### config.mk
export PLATFORM = sky130hd
export DESIGN_NAME = uart_tx_framer
export DESIGN_NICKNAME = d
export VERILOG_FILES = /design/src/rtl/uart_pkg.sv /design/src/rtl/uart_baud_div.sv /design/src/rtl/uart_tx_framer.sv
export SDC_FILE = /design/constraint.sdc
export NUM_CORES = 1
export LEC_CHECK = 0
export CAP_MARGIN = 20
export CORE_UTILIZATION = 63
export CTS_BUF_LIST = sky130_fd_sc_hd__clkbuf_4 sky130_fd_sc_hd__clkbuf_8
export CTS_CLUSTER_DIAMETER = 100
export DETAILED_ROUTE_END_ITERATION = 10
export GPL_ROUTABILITY_DRIVEN = 1
export HOLD_SLACK_MARGIN = 0.03
export PLACE_DENSITY = 0.89
export SLEW_MARGIN = 20
export SYNTH_ARGS = -nofsm -noshare
export SYNTH_HDL_FRONTEND = slang
export SYNTH_SLANG_ARGS = --single-unit
export TNS_END_PERCENT = 30
### constraint.sdc
create_clock -name clk -period 6.6 [get_ports clk]
set_input_delay 1.32 -clock clk [delete_from_list [all_inputs] [get_ports clk]]
set_output_delay 1.32 -clock clk [all_outputs]
set_load 0.01 [all_outputs]
### src/rtl/uart_pkg.sv
// -----------------------------------------------------------------------------
// uart_pkg
// Definitions shared by the UART transmitter and receiver: the frame state
// encoding, the number of data bits per frame and the line levels.
// No ports (package).
// -----------------------------------------------------------------------------
package uart_pkg;

  localparam int DATA_BITS = 8;

  // Width of a counter that indexes the data bits of one frame
  localparam int BIT_INDEX_W = $clog2(DATA_BITS);

  localparam logic LINE_IDLE = 1'b1;
  localparam logic START_BIT = 1'b0;
  localparam logic STOP_BIT  = 1'b1;

  typedef enum logic [1:0] {
    IDLE  = 2'd0,
    START = 2'd1,
    DATA  = 2'd2,
    STOP  = 2'd3
  } uart_state_e;

endpackage

### src/rtl/uart_baud_div.sv
// -----------------------------------------------------------------------------
// uart_baud_div
// Restartable bit-period divider. Counts clk cycles from 0 to CLKS_PER_BIT-1
// and flags the last cycle of every bit period.
// Ports:
//   clk     - clock, rising edge
//   reset   - synchronous active-high reset, clears the count
//   restart - forces the count back to 0 (a new frame begins)
//   bit_end - high during the last clk of the current bit period
// -----------------------------------------------------------------------------
module uart_baud_div #(
  parameter int CLKS_PER_BIT = 868
) (
  input  logic clk,
  input  logic reset,
  input  logic restart,
  output logic bit_end
);

  localparam int CW = (CLKS_PER_BIT > 2) ? $clog2(CLKS_PER_BIT) : 1;
  localparam logic [CW-1:0] LAST_COUNT = CW'(CLKS_PER_BIT - 1);

  logic [CW-1:0] r_count;

  // Count through one bit period and wrap; a restart realigns the period so
  // the first bit of a new frame gets its full length.
  always_ff @(posedge clk) begin
    if (reset || restart) begin
      r_count <= '0;
    end else if (r_count == LAST_COUNT) begin
      r_count <= '0;
    end else begin
      r_count <= r_count + 1'b1;
    end
  end

  assign bit_end = (r_count == LAST_COUNT);

endmodule

### src/rtl/uart_tx_framer.sv
// -----------------------------------------------------------------------------
// uart_tx_framer
// 8N1 UART transmit framer with a one-byte holding register so a second byte
// can be queued while a frame is on the line, giving back-to-back frames.
// Ports:
//   clk       - clock, rising edge
//   reset     - synchronous active-high reset, aborts any frame
//   data_in   - byte to send, sampled only when accepted
//   valid_in  - a byte is offered on data_in
//   ready_out - the block can accept a byte this cycle (hold register empty)
//   tx        - registered serial line, idle high
//   busy      - a frame is on the line
//   Done      - one-cycle pulse in the last clk of each stop bit
// -----------------------------------------------------------------------------
module uart_tx_framer
  import uart_pkg::*;
#(
  parameter int CLKS_PER_BIT = 868
) (
  input  logic       clk,
  input  logic       reset,
  input  logic [7:0] data_in,
  input  logic       valid_in,
  output logic       ready_out,
  output logic       tx,
  output logic       busy,
  output logic       Done
);

  localparam logic [BIT_INDEX_W-1:0] LAST_DATA_BIT = BIT_INDEX_W'(DATA_BITS - 1);

  uart_state_e r_state;
  uart_state_e w_stateNext;

  logic [DATA_BITS-1:0]   r_shift;
  logic [DATA_BITS-1:0]   r_hold;
  logic                   r_holdFull;
  logic [BIT_INDEX_W-1:0] r_bitCount;
  logic                   r_tx;

  logic w_bitEnd;
  logic w_accept;
  logic w_load;
  logic w_loadFromHold;
  logic w_holdWrite;

  assign ready_out = !r_holdFull;
  assign w_accept  = valid_in && ready_out;
  assign busy      = (r_state != IDLE);
  assign tx        = r_tx;

  uart_baud_div #(
    .CLKS_PER_BIT(CLKS_PER_BIT)
  ) u_baudDiv (
    .clk    (clk),
    .reset  (reset),
    .restart(w_load),
    .bit_end(w_bitEnd)
  );

  // State register.
  always_ff @(posedge clk) begin
    if (reset) begin
      r_state <= IDLE;
    end else begin
      r_state <= w_stateNext;
    end
  end

  // Next-state and control decode. In the last stop cycle the held byte wins;
  // only with an empty hold can a byte offered in that cycle go straight into
  // the shifter, so the next start bit follows with no idle gap. An accept
  // anywhere else mid-frame lands in the holding register.
  always_comb begin
    w_stateNext    = r_state;
    w_load         = 1'b0;
    w_loadFromHold = 1'b0;
    w_holdWrite    = 1'b0;
    Done           = 1'b0;
    case (r_state)
      IDLE: begin
        if (w_accept) begin
          w_load      = 1'b1;
          w_stateNext = START;
        end
      end
      START: begin
        w_holdWrite = w_accept;
        if (w_bitEnd) begin
          w_stateNext = DATA;
        end
      end
      DATA: begin
        w_holdWrite = w_accept;
        if (w_bitEnd && (r_bitCount == LAST_DATA_BIT)) begin
          w_stateNext = STOP;
        end
      end
      STOP: begin
        if (w_bitEnd) begin
          Done = 1'b1;
          if (r_holdFull) begin
            w_load         = 1'b1;
            w_loadFromHold = 1'b1;
            w_stateNext    = START;
          end else if (w_accept) begin
            w_load      = 1'b1;
            w_stateNext = START;
          end else begin
            w_stateNext = IDLE;
          end
        end else begin
          w_holdWrite = w_accept;
        end
      end
      default: begin
        w_stateNext = IDLE;
      end
    endcase
  end

  // Shifter, bit counter and line register. The line only changes on a load
  // or at the end of a bit period, so it never moves mid-bit. Each data bit
  // is taken from the bottom of the shifter as the previous bit ends.
  always_ff @(posedge clk) begin
    if (reset) begin
      r_tx       <= LINE_IDLE;
      r_shift    <= '0;
      r_bitCount <= '0;
    end else if (w_load) begin
      r_tx       <= START_BIT;
      r_shift    <= w_loadFromHold ? r_hold : data_in;
      r_bitCount <= '0;
    end else if (w_bitEnd) begin
      case (r_state)
        START: begin
          r_tx       <= r_shift[0];
          r_shift    <= r_shift >> 1;
          r_bitCount <= '0;
        end
        DATA: begin
          if (r_bitCount == LAST_DATA_BIT) begin
            r_tx <= STOP_BIT;
          end else begin
            r_tx       <= r_shift[0];
            r_shift    <= r_shift >> 1;
            r_bitCount <= r_bitCount + 1'b1;
          end
        end
        STOP: begin
          r_tx <= LINE_IDLE;
        end
        default: begin
          r_tx <= LINE_IDLE;
        end
      endcase
    end
  end

  // Holding register. It can only be written while ready_out is high, and it
  // empties at the moment its byte moves into the shifter.
  always_ff @(posedge clk) begin
    if (reset) begin
      r_hold     <= '0;
      r_holdFull <= 1'b0;
    end else if (w_holdWrite) begin
      r_hold     <= data_in;
      r_holdFull <= 1'b1;
    end else if (w_loadFromHold) begin
      r_holdFull <= 1'b0;
    end
  end

endmodule

## Yosys cells after proc, flatten, opt, wreduce, memory -nomap -nowiden

Index checks and enable logic that the tools add are counted.

| word-level totals | value |
|---|---|
| bits in registers | 33 |
| input port bits | 11 |
| output and inout bits | 4 |
| word-level logic and storage cells | 67 |

| cells by class | value |
|---|---|
| $add $sub $neg | 2 |
| equal/unequal tests | 11 |
| multiplexer cells | 31 |
| reductions and logical operators | 16 |

Operators with widths:

| cell | count |
|---|---|
| $mux W8 | 4 |
| $mux W1 | 16 |
| $pmux W8 S2 | 1 |
| $add A10 B1 Y10 const B | 1 |
| $eq A10 B10 Y1 const B | 1 |
| $ne A2 B2 Y1 const B | 5 |
| $mux W2 | 4 |
| $pmux W2 S4 | 1 |
| $reduce_bool A2 Y1 | 4 |
| $pmux W1 S2 | 3 |
| $pmux W3 S2 | 1 |
| $reduce_and A3 Y1 | 2 |
| $reduce_or A2 Y1 | 3 |
| $eq A2 B2 Y1 const B | 2 |
| $reduce_and A4 Y1 | 1 |
| $add A3 B1 Y3 const B | 1 |
| $eq A3 B3 Y1 const B | 1 |
| $mux W3 | 1 |
| $ne A3 B2 Y1 const B | 1 |
| $reduce_bool A3 Y1 | 1 |
| $eq A2 B1 Y1 const B | 1 |
| $logic_and A1 B1 Y1 | 2 |
| $logic_not A2 Y1 | 1 |
| $logic_not A1 Y1 | 1 |
| $logic_or A1 B1 Y1 | 1 |

## Longest topological paths before layout

| logic depth | value |
|---|---|
| depth after elaboration | 8 |
| mapped depth | 7 |
| gate-level depth less buffers | 6 |

## Hierarchy

A second synthesis with hierarchy kept.

| second synthesis, totals | value |
|---|---|
| cell total of the unflattened synthesis | 178 |
| area, all modules | 1602.8 sq um |

By module, submodules not included:

| module | times used | cells an instance | area each (sq um) | sequential area each (sq um) |
|---|---|---|---|---|
| uart_tx_framer | 1 | 125 | 1148.6 | 460.4 |
| uart_baud_div | 1 | 53 | 454.2 | 200.2 |

## Least setup slack after synthesis

No wires, ideal clock.

| path | value |
|---|---|
| kind | reg-to-output |
| start point | register u_baudDiv.r_count[0] |
| end point | output Done |
| data arrival time | 1182 ps |
| path slack | 4098 ps |
| cell stages (with the launch flop) | 5 |
| path through | dfxtp_1 > ha_1 > and4b_1 > nand3_1 > nor2_1 |

| between the ends | value |
|---|---|
| word-level cells in the longest chain between the ends | 3 |

RTL lines:

| item | line | text |
|---|---|---|
| start: declaration | uart_baud_div.sv:23 | `logic [CW-1:0] r_count;` |
| start signal: assignment | uart_baud_div.sv:33 | `r_count <= r_count + 1'b1;` |
| $eq A10 B10 Y1 | uart_baud_div.sv:37 | `assign bit_end = (r_count == LAST_COUNT);` |
| $mux W1 | uart_tx_framer.sv:100 | `if (w_bitEnd) begin` |
| $mux W1 | uart_tx_framer.sv:80 | `case (r_state)` |
| end: declaration | uart_tx_framer.sv:27 | `output logic Done` |

Every way passes these cells.

## Worst setup path in the final report

Same ends and word-level chain as after synthesis.

==> flow_metrics.env <==
export IMPL_status="finished, final reports clean"
export IMPL_critical_path_endpoint_type="output pin"
export IMPL_ant_nets=0
export IMPL_ys_warn_count=0
export IMPL_io_buffer_count=14
export IMPL_synth_cell_types=39
export IMPL_finalNonFillerCells=234
export IMPL_wl_met2_mm=2.02
export IMPL_clock_sinks=33
export IMPL_path_max_fanout=6
export IMPL_place_congestion=0.853
export IMPL_power_switching_mw=0.234
export IMPL_routed_wl_mm=3.92
export IMPL_dr_pass1_iters=6
export IMPL_worst_pin_slew_ns=0.781
export IMPL_synth_top_area_share_pct=39.1
export IMPL_synthesis_area_sq_um=1690
export IMPL_dpl_cell_area_sq_um=1860
export IMPL_p_clk_share_pct=19.0
export IMPL_gr_total_overflow=0
export IMPL_insertion_delay_ns=0.35
export IMPL_start_util_pct=67.6
export IMPL_path_delay_family="simple AND/OR/NAND/NOR gates"
export IMPL_grt_pass1_vias=1418
export IMPL_post_cts_resized=0
export IMPL_n_fill_cell=175
export IMPL_drive_gt1_share_pct=8.33
export IMPL_antenna_found_initial=0
export IMPL_first_iter_violations=66
export IMPL_fin_area_sq_um=1910
export IMPL_finalHoldViolCount=0
export IMPL_rows=18
export IMPL_fp_coreArea_sq_um=2500
export IMPL_hold_buffers=0
export IMPL_post_cts_repair_setup_buffers=0
export IMPL_dp_cells=226
export IMPL_via_count=1516
export IMPL_seq_area_frac_synth_pct=39.1
export IMPL_clock_skew_ns=0.0158
export IMPL_timing_fmax_mhz=280
export IMPL_wirelength_met1_mm=1.57
export IMPL_criticalPathCategory="reg -> out"
export IMPL_period_minus_slack_ns=3.57
export IMPL_critical_path_cell_chain="ha_1 -> and4b_1 -> nand3_1 -> nor2_1 -> clkdlybuf4s50_1"
export IMPL_viasPerCell=6.48
export IMPL_seq_power_share_pct=42.5
export IMPL_max_slew_margin_pct=47.7
export IMPL_min_path_type="reg -> reg"
export IMPL_slew_viol_final=0
export IMPL_total_leakage_power_nw=0.644
export IMPL_wl_met3_microns=265
export IMPL_tns_ns=0
export IMPL_syn_inst=185
export IMPL_dieArea_sq_um=2890
export IMPL_cts_tree="done"
export IMPL_powerDensity_nw_per_um2=320
export IMPL_chipHeight_microns=53.8
export IMPL_arrival_ns=2.25
export IMPL_switching_share_pct=38.3
export IMPL_p_comb_share_pct=38.5
export IMPL_cts_max_level=2
export IMPL_topRoutingLayerUsed="met4"
export IMPL_ys_ff_latch=33
export IMPL_root_buffer="clkbuf_4"
export IMPL_syn_avg_cell_area_sq_um=9.14
export IMPL_vdd_drop_max_v=0.000269
export IMPL_grt_max_degree=15
export IMPL_async_flop_share_pct=0
export IMPL_final_core_util_pct=76.4
export IMPL_wire_per_inst_microns=16.8
export IMPL_drc=0
export IMPL_diodes=0
export IMPL_required_ns=5.28
export IMPL_die_w_microns=53.8
export IMPL_numCtsBuffers=5
export IMPL_worstSetupStartpointType="flop"
export IMPL_io_pins=15
export IMPL_clkTransAtPathRegs_ns=0.09
export IMPL_grt_pass1_wl_mm=6.33
export IMPL_yosysTopAreaCell="dfxtp_1"
export IMPL_synthFlopType="dfxtp_1"
export IMPL_p_int_mw=0.377
export IMPL_cap_viol_max_count=0
export IMPL_nets=221
export IMPL_rsz0062_at_grt="false"
export IMPL_post_dp_hpwl_mm=2.85
export IMPL_period_share_pct=54.1
export IMPL_clockBufferDepth=2
export IMPL_yosys_top_cells_area="dfxtp_1 39%, mux2i_1 8.3%, o21ai_0 5.6%"
export IMPL_cp_buffers_inverters=1
export IMPL_synth_edf_count=0
export IMPL_synth_nets=203
export IMPL_grt_usage_pct=31.3
export IMPL_areaGrowthSynthToFinish_pct=13.0
export IMPL_max_stage_delay_ns=0.55
export IMPL_setup_violations=0
export IMPL_cp_slowest_cell="clkdlybuf4s50_1"
==> layout by cell type (no fill, tap or decap), types with 8 or more instances in the layout <==
| cell | instances |
|---|---|
| dfxtp_1 | 33 |
| a21oi_1 | 14 |
| clkdlybuf4s50_1 | 14 |
| mux2i_1 | 14 |
| o21ai_0 | 19 |
| nor2_1 | 16 |
| o211ai_1 | 9 |
| nand2_1 | 8 |
==> registers in the layout, summed over array words and instances (netlist names) <==
register	cells
r_bitCount	3
r_hold	8
tx	1
u_baudDiv.r_count	10
r_state	2
r_holdFull	1
r_shift	8
==> per-stage QoR <==
| step | setup slack [ns] | power, mW | hold WS, ns |
|---|---|---|---|
| 2_1_floorplan | 4.10 | 0.429 | 0.430 |
| 3_3_place_gp | 3.36 | 0.482 | 0.451 |
| 3_5_place_dp | 3.28 | 0.493 | 0.448 |
| 4_1_cts | 3.06 | 0.606 | 0.495 |
| 5_1_grt | 2.92 | 0.649 | 0.507 |
| 6_report | 3.03 | 0.611 | 0.490 |
==> cell usage after synthesis (6+ instances only) <==
cell type,count
dfxtp_1,33
o21ai_0,19
nor2_1,16
a21oi_1,14
mux2i_1,14
o211ai_1,9
nand2_1,8
ha_1,7
nand3_1,7
o22ai_1,7
inv_1,6
nor3_1,6
xnor2_1,6
==> worst reg2reg max path: stages (launching register included) <==
cell and delay (ns):
dfxtp_1 0.40, inv_1 0.09, ha_1 0.47, or4_1 0.62, nor4_2 0.38, o21ai_0 0.38, o22ai_1 0.33
==> metal layers <==
metal  track usage [%]  vias up
met5                 0        -
met4              14.9        0
met3              9.60        8
met2              52.9       53
met1              35.4      727
li1                  -      728
==> cell families (layout without fill, tap and decap cells) <==
family / Yosys count / after routing / synth area share [%]
and+or+nand+nor: 56 / 56 / 20.1
adders and majority gates: 7 / 7 / 5.18
buffers and inverters: 9 / 28 / 2.07
muxes: 14 / 14 / 8.29
xor gates and xnor gates: 8 / 8 / 4.15
DFF: 33 / 33 / 39.1
AOI/OAI and AO/OA: 58 / 58 / 21.1
==> power groups by stage <==
stage	combinational, mW	sequential [mW]	clock (mW)
5_1_grt	0.259	0.264	0.126
2_1_floorplan	0.171	0.258	0
6_report	0.235	0.259	0.116
3_3_place_gp	0.220	0.262	0
3_5_place_dp	0.230	0.264	0
4_1_cts	0.231	0.259	0.116
==> cell type report <==
type / count / area, sq um / area share, %
clock buffers: 6 / 45.0 / 2.36
well taps: 30 / 37.5 / 1.96
inverters: 6 / 22.5 / 1.18
repair buffers: 14 / 140 / 7.33
multi-input cells: 143 / 995 / 52.1
flip-flops and latches: 33 / 661 / 34.6
clock inverters: 2 / 10.0 / 0.524
==> worst paths after layout <==
check,from,end,slack (ns),cells past startpoint
worst max-delay path,u_baudDiv.r_count[0],Done,3.03,5
worst min-delay path,u_baudDiv.r_count[0],u_baudDiv.r_count[0],0.49,1
worst max register to register,r_state[0],r_shift[3],3.84,6
worst min register to register,u_baudDiv.r_count[0],u_baudDiv.r_count[0],0.49,1
No activity file was read; power rests on OpenSTA's default activity.
